## config.mk

```make
export PLATFORM = sky130hd
export DESIGN_NAME = stream_arb_2_1
export DESIGN_NICKNAME = d
export VERILOG_FILES = /design/src/rtl/arb_pkg.sv /design/src/rtl/mux_2_1.sv /design/src/rtl/stream_arb_2_1_mux.sv /design/src/rtl/stream_arb_2_1.sv
export SDC_FILE = /design/constraint.sdc
export NUM_CORES = 1
export LEC_CHECK = 0
export BUFFER_PORTS_ARGS = -buffer_cell sky130_fd_sc_hd__clkbuf_2
export CORE_ASPECT_RATIO = 0.7
export CORE_MARGIN = 8
export CORE_UTILIZATION = 40
export CTS_CLUSTER_DIAMETER = 60
export CTS_CLUSTER_SIZE = 24
export DETAILED_ROUTE_END_ITERATION = 8
export PLACE_DENSITY = 0.73
export SYNTH_ARGS = -nofsm -noshare
export SYNTH_HDL_FRONTEND = slang
export SYNTH_SLANG_ARGS = --single-unit
```

## constraint.sdc

```tcl
create_clock -name clk -period 1.85 [get_ports clk]
set_input_delay 0.37 -clock clk [delete_from_list [all_inputs] [get_ports clk]]
set_output_delay 0.37 -clock clk [all_outputs]
set_load 0.1 [all_outputs]
```

## src/rtl/arb_pkg.sv

```systemverilog
// Shared encodings for the packet-aware 2:1 stream arbiter.
package arb_pkg;

    // Arbiter FSM: IDLE may re-arbitrate; LOCK_x holds the grant until x's last beat.
    typedef enum logic [1:0] {
        IDLE   = 2'd0,
        LOCK_A = 2'd1,
        LOCK_B = 2'd2
    } arb_state_t;

    // Source encoding used for sel, y_src and last_winner.
    localparam logic SRC_A = 1'b1;
    localparam logic SRC_B = 1'b0;

endpackage

```

## src/rtl/mux_2_1.sv

```systemverilog
// Single-bit 2:1 multiplexer; s=1 selects a.
module mux_2_1 (
    input  logic a,
    input  logic b,
    input  logic s,
    output logic y
);

    assign y = s ? a : b;

endmodule

```

## src/rtl/stream_arb_2_1_mux.sv

```systemverilog
// Beat steering: one mux_2_1 per data bit plus one for the last marker, all on sel.
module stream_arb_2_1_mux #(
    parameter int WIDTH = 8
) (
    input  logic [WIDTH-1:0] a_data,
    input  logic             a_last,
    input  logic [WIDTH-1:0] b_data,
    input  logic             b_last,
    input  logic             sel,
    output logic [WIDTH-1:0] y_data,
    output logic             y_last
);

    for (genvar i = 0; i < WIDTH; i++) begin : g_data_mux
        mux_2_1 u_mux (
            .a (a_data[i]),
            .b (b_data[i]),
            .s (sel),
            .y (y_data[i])
        );
    end

    mux_2_1 u_last_mux (
        .a (a_last),
        .b (b_last),
        .s (sel),
        .y (y_last)
    );

endmodule

```

## src/rtl/stream_arb_2_1.sv

```systemverilog
// Two-input packet-aware round-robin stream arbiter with a registered output stage.
//
// Handshake: every stream (a, b, y) uses valid/ready. A beat moves when valid && ready
// in the same cycle; valid must not drop and payload must not change until that happens.
// The output register reloads whenever it is empty or being drained (load).
module stream_arb_2_1
    import arb_pkg::*;
#(
    parameter int WIDTH = 8
) (
    input  logic             clk,
    input  logic             rst_n,
    input  logic [WIDTH-1:0] a_data,
    input  logic             a_last,
    input  logic             a_valid,
    output logic             a_ready,
    input  logic [WIDTH-1:0] b_data,
    input  logic             b_last,
    input  logic             b_valid,
    output logic             b_ready,
    output logic [WIDTH-1:0] y_data,
    output logic             y_last,
    output logic             y_src,
    output logic             y_valid,
    input  logic             y_ready
);

    arb_state_t       state;
    logic             last_winner;
    logic             load;
    logic             grant_a;
    logic             grant_b;
    logic             sel;
    logic             xfer;
    logic [WIDTH-1:0] mux_data;
    logic             mux_last;

    assign load = !y_valid || y_ready;

    // Grant: re-arbitrate only in IDLE; a locked side keeps the grant even while idle.
    always_comb begin
        grant_a = 1'b0;
        grant_b = 1'b0;
        case (state)
            IDLE: begin
                if (a_valid && b_valid) begin
                    grant_a = (last_winner == SRC_B);
                    grant_b = (last_winner == SRC_A);
                end else begin
                    grant_a = a_valid;
                    grant_b = b_valid;
                end
            end
            LOCK_A:  grant_a = 1'b1;
            LOCK_B:  grant_b = 1'b1;
            default: begin
                grant_a = 1'b0;
                grant_b = 1'b0;
            end
        endcase
    end

    assign a_ready = load && grant_a && a_valid;
    assign b_ready = load && grant_b && b_valid;
    assign xfer    = a_ready || b_ready;
    assign sel     = grant_a ? SRC_A : SRC_B;

    stream_arb_2_1_mux #(
        .WIDTH (WIDTH)
    ) u_mux (
        .a_data (a_data),
        .a_last (a_last),
        .b_data (b_data),
        .b_last (b_last),
        .sel    (sel),
        .y_data (mux_data),
        .y_last (mux_last)
    );

    // Output register: capture the granted beat on transfer, empty on a load with no transfer.
    always_ff @(posedge clk or negedge rst_n) begin
        if (!rst_n) begin
            y_valid <= 1'b0;
            y_data  <= '0;
            y_last  <= 1'b0;
            y_src   <= SRC_B;
        end else if (load) begin
            if (xfer) begin
                y_valid <= 1'b1;
                y_data  <= mux_data;
                y_last  <= mux_last;
                y_src   <= sel;
            end else begin
                y_valid <= 1'b0;
            end
        end
    end

    // Packet FSM: advances only on accepted beats; last_winner updates when a packet closes.
    always_ff @(posedge clk or negedge rst_n) begin
        if (!rst_n) begin
            state       <= IDLE;
            last_winner <= SRC_B;
        end else begin
            case (state)
                IDLE: begin
                    if (a_ready) begin
                        if (a_last) begin
                            last_winner <= SRC_A;
                        end else begin
                            state <= LOCK_A;
                        end
                    end else if (b_ready) begin
                        if (b_last) begin
                            last_winner <= SRC_B;
                        end else begin
                            state <= LOCK_B;
                        end
                    end
                end
                LOCK_A: begin
                    if (a_ready && a_last) begin
                        state       <= IDLE;
                        last_winner <= SRC_A;
                    end
                end
                LOCK_B: begin
                    if (b_ready && b_last) begin
                        state       <= IDLE;
                        last_winner <= SRC_B;
                    end
                end
                default: state <= IDLE;
            endcase
        end
    end

endmodule

```

After elaboration in Yosys (flattened, before gate mapping)
Cells that the tools add are included.
{"block": "classes", "n_eq_ne": 9, "muxes": 29, "bitwise_logic": 1, "reduce_logical": 15}
{"cell": "1-bit 2-to-1 mux", "count": 19}
{"cell": "3-bit != test, second input constant", "count": 5}
{"cell": "2-bit 2-to-1 mux", "count": 6}
{"cell": "1-bit logical AND", "count": 7}
{"cell": "2-bit one-hot mux with 3 select lines", "count": 1}
{"cell": "6-bit AND reduction", "count": 1}
{"cell": "5-bit AND reduction", "count": 1}
{"cell": "2-bit != test, second input constant", "count": 2}
{"cell": "1-bit one-hot mux with 2 select lines", "count": 2}
{"cell": "1-bit one-hot mux with 3 select lines", "count": 1}
{"cell": "3-bit nonzero test", "count": 1}
{"cell": "2-bit by 1-bit equality test with 1-bit output, second input constant", "count": 1}
{"cell": "2-bit equality test, second input constant", "count": 1}
{"cell": "2-bit logical NOT", "count": 1}
{"cell": "1-bit logical OR", "count": 2}
{"cell": "2-bit AND reduction", "count": 1}
{"cell": "1-bit logical NOT", "count": 1}
{"cell": "1-bit NOT", "count": 1}
{"block": "totals", "reg_bits": 14}

Longest topological paths before layout
Gate-level depths: netlist (run 1).
{"block": "logic_depth", "depth_word": 8, "ltp_mapped": 7}

By module
A second synthesis (run 1) with hierarchy kept.
{"block": "unflattened", "cells_unflattened": 77, "hier_area_um2": 942.2}
{"module": "stream_arb_2_1", "n_inst": 1, "cells_each": 68, "area_per_inst_um2": 807.0, "seq_area_each_um2": 350.3}
{"module": "mux_2_1", "n_inst": 9, "cells_each": 1, "area_per_inst_um2": 15.0, "seq_area_each_um2": 0.0}

Least setup slack after synthesis (run 1)
OpenSTA, ideal clock, no wires.
{"block": "synth_timing", "path_kind": "register to output", "start": "register y_valid", "end": "output port b_ready", "arrival_time_ps": 2416, "setup_slack_ps": -936, "stages_incl_launch_ff": 4, "cell_sequence": "dfrtp_1 nand2b_1 nand2_1 nor2_1"}
{"block": "synth_via", "elab_chain_cells": 4}
{"item": "start, declared", "line_no": "stream_arb_2_1.sv:24", "rtl": "output logic y_valid,"}
{"item": "start signal, assigned", "line_no": "stream_arb_2_1.sv:83", "rtl": "y_valid <= 1'b0;"}
{"item": "start signal, assigned", "line_no": "stream_arb_2_1.sv:89", "rtl": "y_valid <= 1'b1;"}
{"item": "start signal, assigned", "line_no": "stream_arb_2_1.sv:94", "rtl": "y_valid <= 1'b0;"}
{"item": "1-bit logical NOT", "line_no": "stream_arb_2_1.sv:38", "rtl": "assign load = !y_valid || y_ready;"}
{"item": "1-bit logical OR", "line_no": "stream_arb_2_1.sv:38"}
{"item": "1-bit logical AND (2 in a row)", "line_no": "stream_arb_2_1.sv:64", "rtl": "assign b_ready = load && grant_b && b_valid;"}
{"item": "end, declared", "line_no": "stream_arb_2_1.sv:20", "rtl": "output logic b_ready,"}
Every way passes these cells.

Final worst setup path (run 1)
{"block": "layout_timing", "start": "register state[1]", "end": "output port a_ready"}
{"block": "layout_via", "elab_chain_cells": 4, "elab_cells_between_ends": 5}
{"item": "start, declared", "line_no": "stream_arb_2_1.sv:28", "rtl": "arb_state_t state;"}
{"item": "start signal, assigned", "line_no": "stream_arb_2_1.sv:102", "rtl": "state <= IDLE;"}
{"item": "start signal, assigned", "line_no": "stream_arb_2_1.sv:111", "rtl": "state <= LOCK_A;"}
{"item": "start signal, assigned", "line_no": "stream_arb_2_1.sv:117", "rtl": "state <= LOCK_B;"}
{"item": "2-bit by 1-bit equality test with 1-bit output or 2-bit logical NOT (tied branches)", "line_no": "stream_arb_2_1.sv:44", "rtl": "case (state)"}
{"item": "1-bit one-hot mux with 2 select lines *", "line_no": "stream_arb_2_1.sv:44"}
{"item": "1-bit logical AND * (2 in a row)", "line_no": "stream_arb_2_1.sv:63", "rtl": "assign a_ready = load && grant_a && a_valid;"}
{"item": "end, declared", "line_no": "stream_arb_2_1.sv:16", "rtl": "output logic a_ready,"}
Every way passes the cells marked *; elsewhere a longest branch is shown, timed or not.

==> results of run 1 <==
-- layout make-up --
type	instances	area (sq um)	share of cell area
multi-input combinational	60	467	0.398
sequential	14	355	0.303
timing repair buffer	44	275	0.235
clock buffer	4	36.3	0.0309
tap	22	27.5	0.0235
inverter	3	11.3	0.00961
-- metrics by stage --
step	hold slack (ns)	instance area (sq um)	setup WS (ns)	setup TNS, ns
2_1_floorplan	0.0744	806	-0.403	-1.05
3_3_place_gp	0.289	1060	0.0754	0
3_5_place_dp	0.294	1060	-0.00706	-0.00706
4_1_cts	0.380	1150	-0.0263	-0.0263
5_1_grt	0.399	1170	-0.0876	-0.196
6_report	0.387	1170	-0.0217	-0.0409
-- sequential cells by signal, summed over array words and instances (netlist names) --
| name | flops |
|---|---|
| y_valid | 1 |
| state | 2 |
| last_winner | 1 |
| y_src | 1 |
| y_data | 8 |
| y_last | 1 |
-- worst paths after layout --
check | start | end | slack [ns] | cells past startpoint
min in group asynchronous | rst_n | y_valid | 0.53 | 2
worst min register to register | y_data[7] | y_data[7] | 0.53 | 2
worst min-delay path | a_data[0] | y_data[0] | 0.39 | 3
max in group asynchronous | rst_n | y_valid | 1.03 | 2
worst max-delay path | state[1] | a_ready | -0.02 | 6
worst max register to register | state[1] | last_winner | 0.03 | 7
-- cell families after synthesis --
| family | after synthesis | synth area share |
|---|---|---|
| compound gates | 21 | 0.182 |
| fa+ha+maj | 3 | 0.0480 |
| buf+inv | 6 | 0.0304 |
| flops | 14 | 0.448 |
| mux | 11 | 0.142 |
| simple gates | 25 | 0.149 |
-- layer usage --
metal / vias to the layer above / global-route usage / share of wire
met4: 0 / 0.0199 / 0.0079
met2: 29 / 0.194 / 0.53
met3: 2 / 0.0400 / 0.083
met5: - / 0 / 0
met1: 365 / 0.150 / 0.38
li1: 374 / - / -
-- worst max-delay path, delay by kind of cell, from the launching register on --
family                     cells  cell delay, ns
buffers and inverters          3            0.42
DFF                            1            0.41
adders and majority gates      1            0.18
and+or+nand+nor                1            0.11
AOI/OAI and AO/OA              1            0.10
-- cell usage after synthesis, drive strengths merged --
| cell type | instances | area (sq um) |
|---|---|---|
| mux2i | 10 | 100 |
| o22ai | 1 | 6.26 |
| o211ai | 2 | 15.0 |
| a31oi | 1 | 21.3 |
| nand3 | 2 | 10.0 |
| inv | 3 | 11.3 |
| dfrtp | 14 | 350 |
| a22oi | 1 | 7.51 |
| a22o | 2 | 17.5 |
| ha | 3 | 37.5 |
| a211oi | 1 | 7.51 |
| mux2 | 1 | 11.3 |
| and2 | 1 | 6.26 |
| nor2 | 13 | 56.3 |
| buf | 1 | 5.00 |
| nand2 | 5 | 18.8 |
| and3 | 1 | 6.26 |
| o31ai | 1 | 7.51 |
| a21oi | 11 | 55.1 |
| o21ai | 1 | 5.00 |
| clkbuf | 2 | 7.51 |
| nand2b | 3 | 18.8 |
-- what timing repair did --
| action | in CTS | in global routing |
|---|---|---|
| endpoints found under the setup margin | 3 | 16 |
| gates cloned | 0 | 0 |
| hold buffers | 1 | 0 |
| pin swaps | 1 | 0 |
| resized for setup | 6 | 4 |
| hold endpoints to repair | 14 | 0 |
| setup buffers | 3 | 1 |
==> flow_metrics.py, run 1 <==
metrics = {
    "timing": {
        "slew_violations": 0,
        "worst_clock_skew_ns": 0.000423,
        "layout_min_cycle_time_ns": 1.87,
        "finalHoldViolations": 0,
        "setup_viol": 2,
        "rsz0062_at_grt": "true",
        "final.period_utilization": 1.01,
        "setup_ws_ns": -0.0217,
        "max_slew_margin": 0.633,
        "fmax_mhz": 534,
        "tightest_slew_ns": 0.553,
    },
    "final_layout": {
        "layout-drive-gt1-share": 0.488,
        "final_common_cell": "clkbuf_2",
        "nets": 152,
        "nFillCells": 145,
        "antenna_cells": 0,
        "layout_common_cells": "33 x clkbuf_2, 12 x dfrtp_1, 11 x nor2_1, 10 x mux2i_1, 10 x a21oi_1",
        "area_growth_syn_to_layout_pct": 49.9,
        "layout.cells.non_filler": 147,
        "fin_util": 0.632,
    },
    "placement": {
        "io_buffers": 35,
        "gp_congestion": 0.866,
        "dp_cells": 139,
        "hpwlAfterDp_mm": 1.67,
    },
    "logic_synthesis": {
        "ys_seq_elements": 14,
        "synth_cell_types": 23,
        "ys_warn_count": 0,
        "synthCells": 80,
        "synth_nets": 106,
        "netlist_area_sq_um": 782,
        "postSynthAreaPerCell_sq_um": 9.78,
        "synth-seq-area-share": 0.448,
    },
    "clock_network": {
        "clockRootBuffer": "clkbuf_4",
        "clk_latency_ns": 0.28,
        "cts.clk_slew.worst_paths_ns": 0.08,
        "htree_levels": 1,
        "clk_path_buf_depth": 2,
        "cts_buffers": 3,
        "cts_tree": "built",
        "clock_sinks": 14,
    },
    "status": {
        "status": "finished, violations left",
        "violations": "setup timing",
    },
    "global_routing": {
        "antenna_found_initial": 0,
        "grt_overflow": 0,
        "track_usage": 0.119,
        "grt_pass1_wl_mm": 3.36,
        "grt_max_degree": 15,
        "grt_pass1_vias": 737,
    },
    "die": {
        "die_x_um": 68.8,
        "initial_utilization": 0.422,
        "die-height_um": 53.0,
        "design.die.area_sq_um": 3650,
        "io_pins": 36,
        "fp.coreArea_sq_um": 1850,
        "fp-row-count": 13,
    },
    "hold_path": {
        "hp-class": "input port to flop",
    },
    "critical_path": {
        "cp_max_fo": 4,
        "critPathSlowestCell": "dfrtp_1",
        "crit_type": "flop to output port",
        "max_stage_delay_ns": 0.41,
        "worstPathRequired_ns": 1.48,
        "startpoint_type": "flop",
        "path_cells": "inv_2 -> ha_4 -> a31oi_4 -> nor2_4 -> buf_4 -> buf_12",
        "critPathArrivalTime_ns": 1.50,
        "endpoint_kind": "output port",
    },
    "routing": {
        "vias_per_cell": 5.24,
        "first_iter_violations": 23,
        "firstDrtPassIters": 4,
        "wire_per_inst_um": 14.6,
        "wl_mm": 2.15,
        "detail-route-antenna-nets": 0,
        "via_count": 770,
        "drcViolationCount": 0,
    },
    "run": {
        "cap_violations": 0,
    },
}
Power of run 1 is left out: the tool's default activity adds up to more than one toggle a clock period on the data nets, which glitch-free logic cannot reach.
==> inputs of run 2 (changes only) <==
- CORE_UTILIZATION: 40 -> 43
- PLACE_DENSITY: 0.73 -> 0.74
- RECOVER_POWER: not set -> 100
- SYNTH_HIERARCHICAL: not set -> 1
==> run 2 against run 1 <==
The flow still finishes with violations (setup timing); area after synthesis grew 20%; first-iteration DRC count shrank 26%; setup slack gained 0.0033 ns; via count grew 6.1%; sequential share of layout area shrank 5.0 points; wire length grew 14%; clock-buffer cell count is the same; critical path type unchanged; critical endpoint unchanged.
==> flow_metrics.py, run 2 <==
metrics = {
    "status": {
        "violations": "setup timing",
        "status": "finished, violations left",
    },
    "critical_path": {
        "endpoint_kind": "output port",
        "startpoint_type": "flop",
        "r2r-start": "state[0]",
        "worstPathRequired_ns": 1.48,
        "worstRegToRegCells": 7,
        "max_stage_delay_ns": 0.40,
        "path_cells": "inv_2 -> ha_4 -> a31o_4 -> nand3_4 -> clkinvlp_4 -> buf_12",
        "critPathArrivalTime_ns": 1.50,
        "cp_max_fo": 4,
        "critPathSlowestCell": "dfrtp_1",
        "r2r_slack_ns": -0.01,
        "crit_type": "flop to output port",
        "worstReg2RegEnd": "y_data[6]",
    },
    "logic_synthesis": {
        "postSynthAreaPerCell_sq_um": 12.2,
        "synth_most_common_cell": "mux2_4",
        "synth_top_flop_cell": "dfrtp_1",
        "synth-seq-area-share": 0.372,
        "synth_nets": 103,
        "synth_compound_area_frac": 0.147,
        "synth_top_area_frac": 0.372,
        "synth_edf_count": 0,
        "synthXorXnorAreaFrac": 0,
        "synthSimpleGateAreaFrac": 0.110,
        "synthCells": 77,
        "synth_top_family_by_area": "multiplexers",
        "yosys-top-cells-area": "dfrtp_1 37%, mux2_4 29%, ha_1 4.0%",
        "synth_mux_area_frac": 0.299,
        "ys_seq_elements": 14,
        "netlist_area_sq_um": 942,
        "synth_commonest_cells": "18 x mux2_4, 14 x dfrtp_1, 6 x nand2_1, 5 x inv_1",
        "synth_cell_types": 29,
        "yosys.area.top_type": "dfrtp_1",
        "ys_async_sr_fraction": 1.00,
        "ys_warn_count": 6,
        "synthAdderAreaFrac": 0.0398,
    },
    "die": {
        "die-height_um": 55.2,
        "design.die.area_sq_um": 3970,
        "fp.coreArea_sq_um": 2120,
        "initial_utilization": 0.445,
        "fp-row-count": 14,
        "die_x_um": 71.9,
        "io_pins": 36,
    },
    "final_layout": {
        "nets": 154,
        "largestRegisters": "y_data (8), state (2)",
        "layout_common_cells": "32 x clkbuf_2, 18 x mux2_4, 13 x dfrtp_1, 8 x buf_4, 6 x nand2_1",
        "nFillCells": 169,
        "finalInstanceArea_sq_um": 1400,
        "area_growth_syn_to_layout_pct": 48.6,
        "largest_reg_flops": 8,
        "top_register": "y_data",
        "final_common_cell": "clkbuf_2",
        "layout.cells.non_filler": 159,
        "antenna_cells": 0,
        "layout-drive-gt1-share": 0.654,
    },
    "placement": {
        "hpwlAfterDp_mm": 1.85,
        "io_buffers": 35,
        "dp_cells": 147,
        "gp_congestion": 0.875,
        "placed_area_sq_um": 1260,
    },
    "clock_network": {
        "clk_path_buf_depth": 2,
        "cts.clk_slew.worst_paths_ns": 0.08,
        "htree_levels": 1,
        "cts_tree": "built",
        "cts_buffers": 3,
        "clock_sinks": 14,
        "clockRootBuffer": "clkbuf_4",
        "clk_latency_ns": 0.28,
    },
    "timing": {
        "max_slew_margin": 0.492,
        "layout_min_cycle_time_ns": 1.87,
        "tightest_slew_ns": 0.762,
        "final.period_utilization": 1.01,
        "slew_violations": 0,
        "setup_viol": 4,
        "hold_ws_ns": 0.442,
        "finalHoldViolations": 0,
        "fmax_mhz": 535,
        "worst_clock_skew_ns": 0.00321,
        "rsz0062_at_grt": "true",
        "setup_ws_ns": -0.0184,
    },
    "routing": {
        "first_iter_violations": 17,
        "wire_per_inst_um": 15.4,
        "vias_per_cell": 5.14,
        "detail-route-antenna-nets": 0,
        "via_count": 817,
        "drcViolationCount": 0,
        "wl_mm": 2.45,
        "firstDrtPassIters": 4,
    },
    "hold_path": {
        "holdCritStartpoint": "a_data[4]",
        "hold_end": "y_data[4]",
        "hp-class": "input port to flop",
        "holdPathStages": 3,
    },
    "global_routing": {
        "grt_pass1_vias": 821,
        "grt_overflow": 0,
        "track_usage": 0.125,
        "grt_pass1_wl_mm": 3.84,
        "antenna_found_initial": 0,
        "grt_max_degree": 15,
    },
    "run": {
        "cap_violations": 0,
    },
}
[run 2: cell count changes after synthesis, sizes merged, moves of 3 or more]
cell,change
a21o,+3
a21oi,-10
nor2,-11
mux2i,-10
mux2,+18
[run 2: final cells by class]
| cell class | count | area [sq um] | area share |
|---|---|---|---|
| multi-input combinational | 57 | 619 | 0.442 |
| clock buffer | 4 | 36.3 | 0.0259 |
| timing repair buffer | 47 | 328 | 0.234 |
| sequential | 14 | 354 | 0.253 |
| tap | 32 | 40.0 | 0.0286 |
| inverter | 5 | 22.5 | 0.0161 |
[run 2: layer usage]
layer	vias up	global-route usage	part of all wire
li1	384	-	-
met1	382	0.146	0.43
met2	39	0.223	0.50
met3	12	0.0414	0.047
met4	0	0.0269	0.025
met5	-	0	0
[run 2: cells by family after synthesis]
logic type	after synthesis
compound gates	16
buf+inv	6
fa+ha+maj	3
simple gates	19
flops	14
mux	19
[run 2: what timing repair did]
| action | in CTS | in global routing |
|---|---|---|
| cloned | 0 | 0 |
| setup endpoints to repair | 10 | 14 |
| endpoints found under the hold margin | 14 | 0 |
| hold buffers | 1 | 0 |
| gates resized for setup | 4 | 3 |
| buffers inserted | 3 | 4 |
| pin swaps | 2 | 3 |
[run 2: worst max-delay path, delay by kind of cell, from the launching register on]
kind	cells	cell delay, ns
AO/OA/AOI/OAI	1	0.24
adder cells (fa/ha/maj)	1	0.18
AND/OR/NAND/NOR	1	0.07
buffers and inverters	3	0.34
flip-flops	1	0.40
[run 2: worst max-delay path by stage]
stage	slack [ns]	startpoint	end	cells past startpoint
final	-0.02	state[0]	a_ready	6
after global routing	-0.08	state[0]	a_ready	6
after CTS	-0.04	state[0]	a_ready	6
after detailed placement	-0.01	state[1]	y_data[3]	7
after global placement	0.06	state[1]	y_data[2]	7
after floorplan	-0.02	y_valid	b_ready	3
[run 2: stage by stage]
| stage | setup TNS [ns] | setup slack [ns] | util |
|---|---|---|---|
| 2_1_floorplan | -0.0162 | -0.0162 | - |
| 3_3_place_gp | 0 | 0.0633 | 0.593 |
| 3_5_place_dp | -0.0708 | -0.0126 | 0.593 |
| 4_1_cts | -0.139 | -0.0433 | 0.635 |
| 5_1_grt | -0.465 | -0.0781 | 0.661 |
| 6_report | -0.0440 | -0.0184 | 0.661 |
Power of run 2 is left out for the same reason.
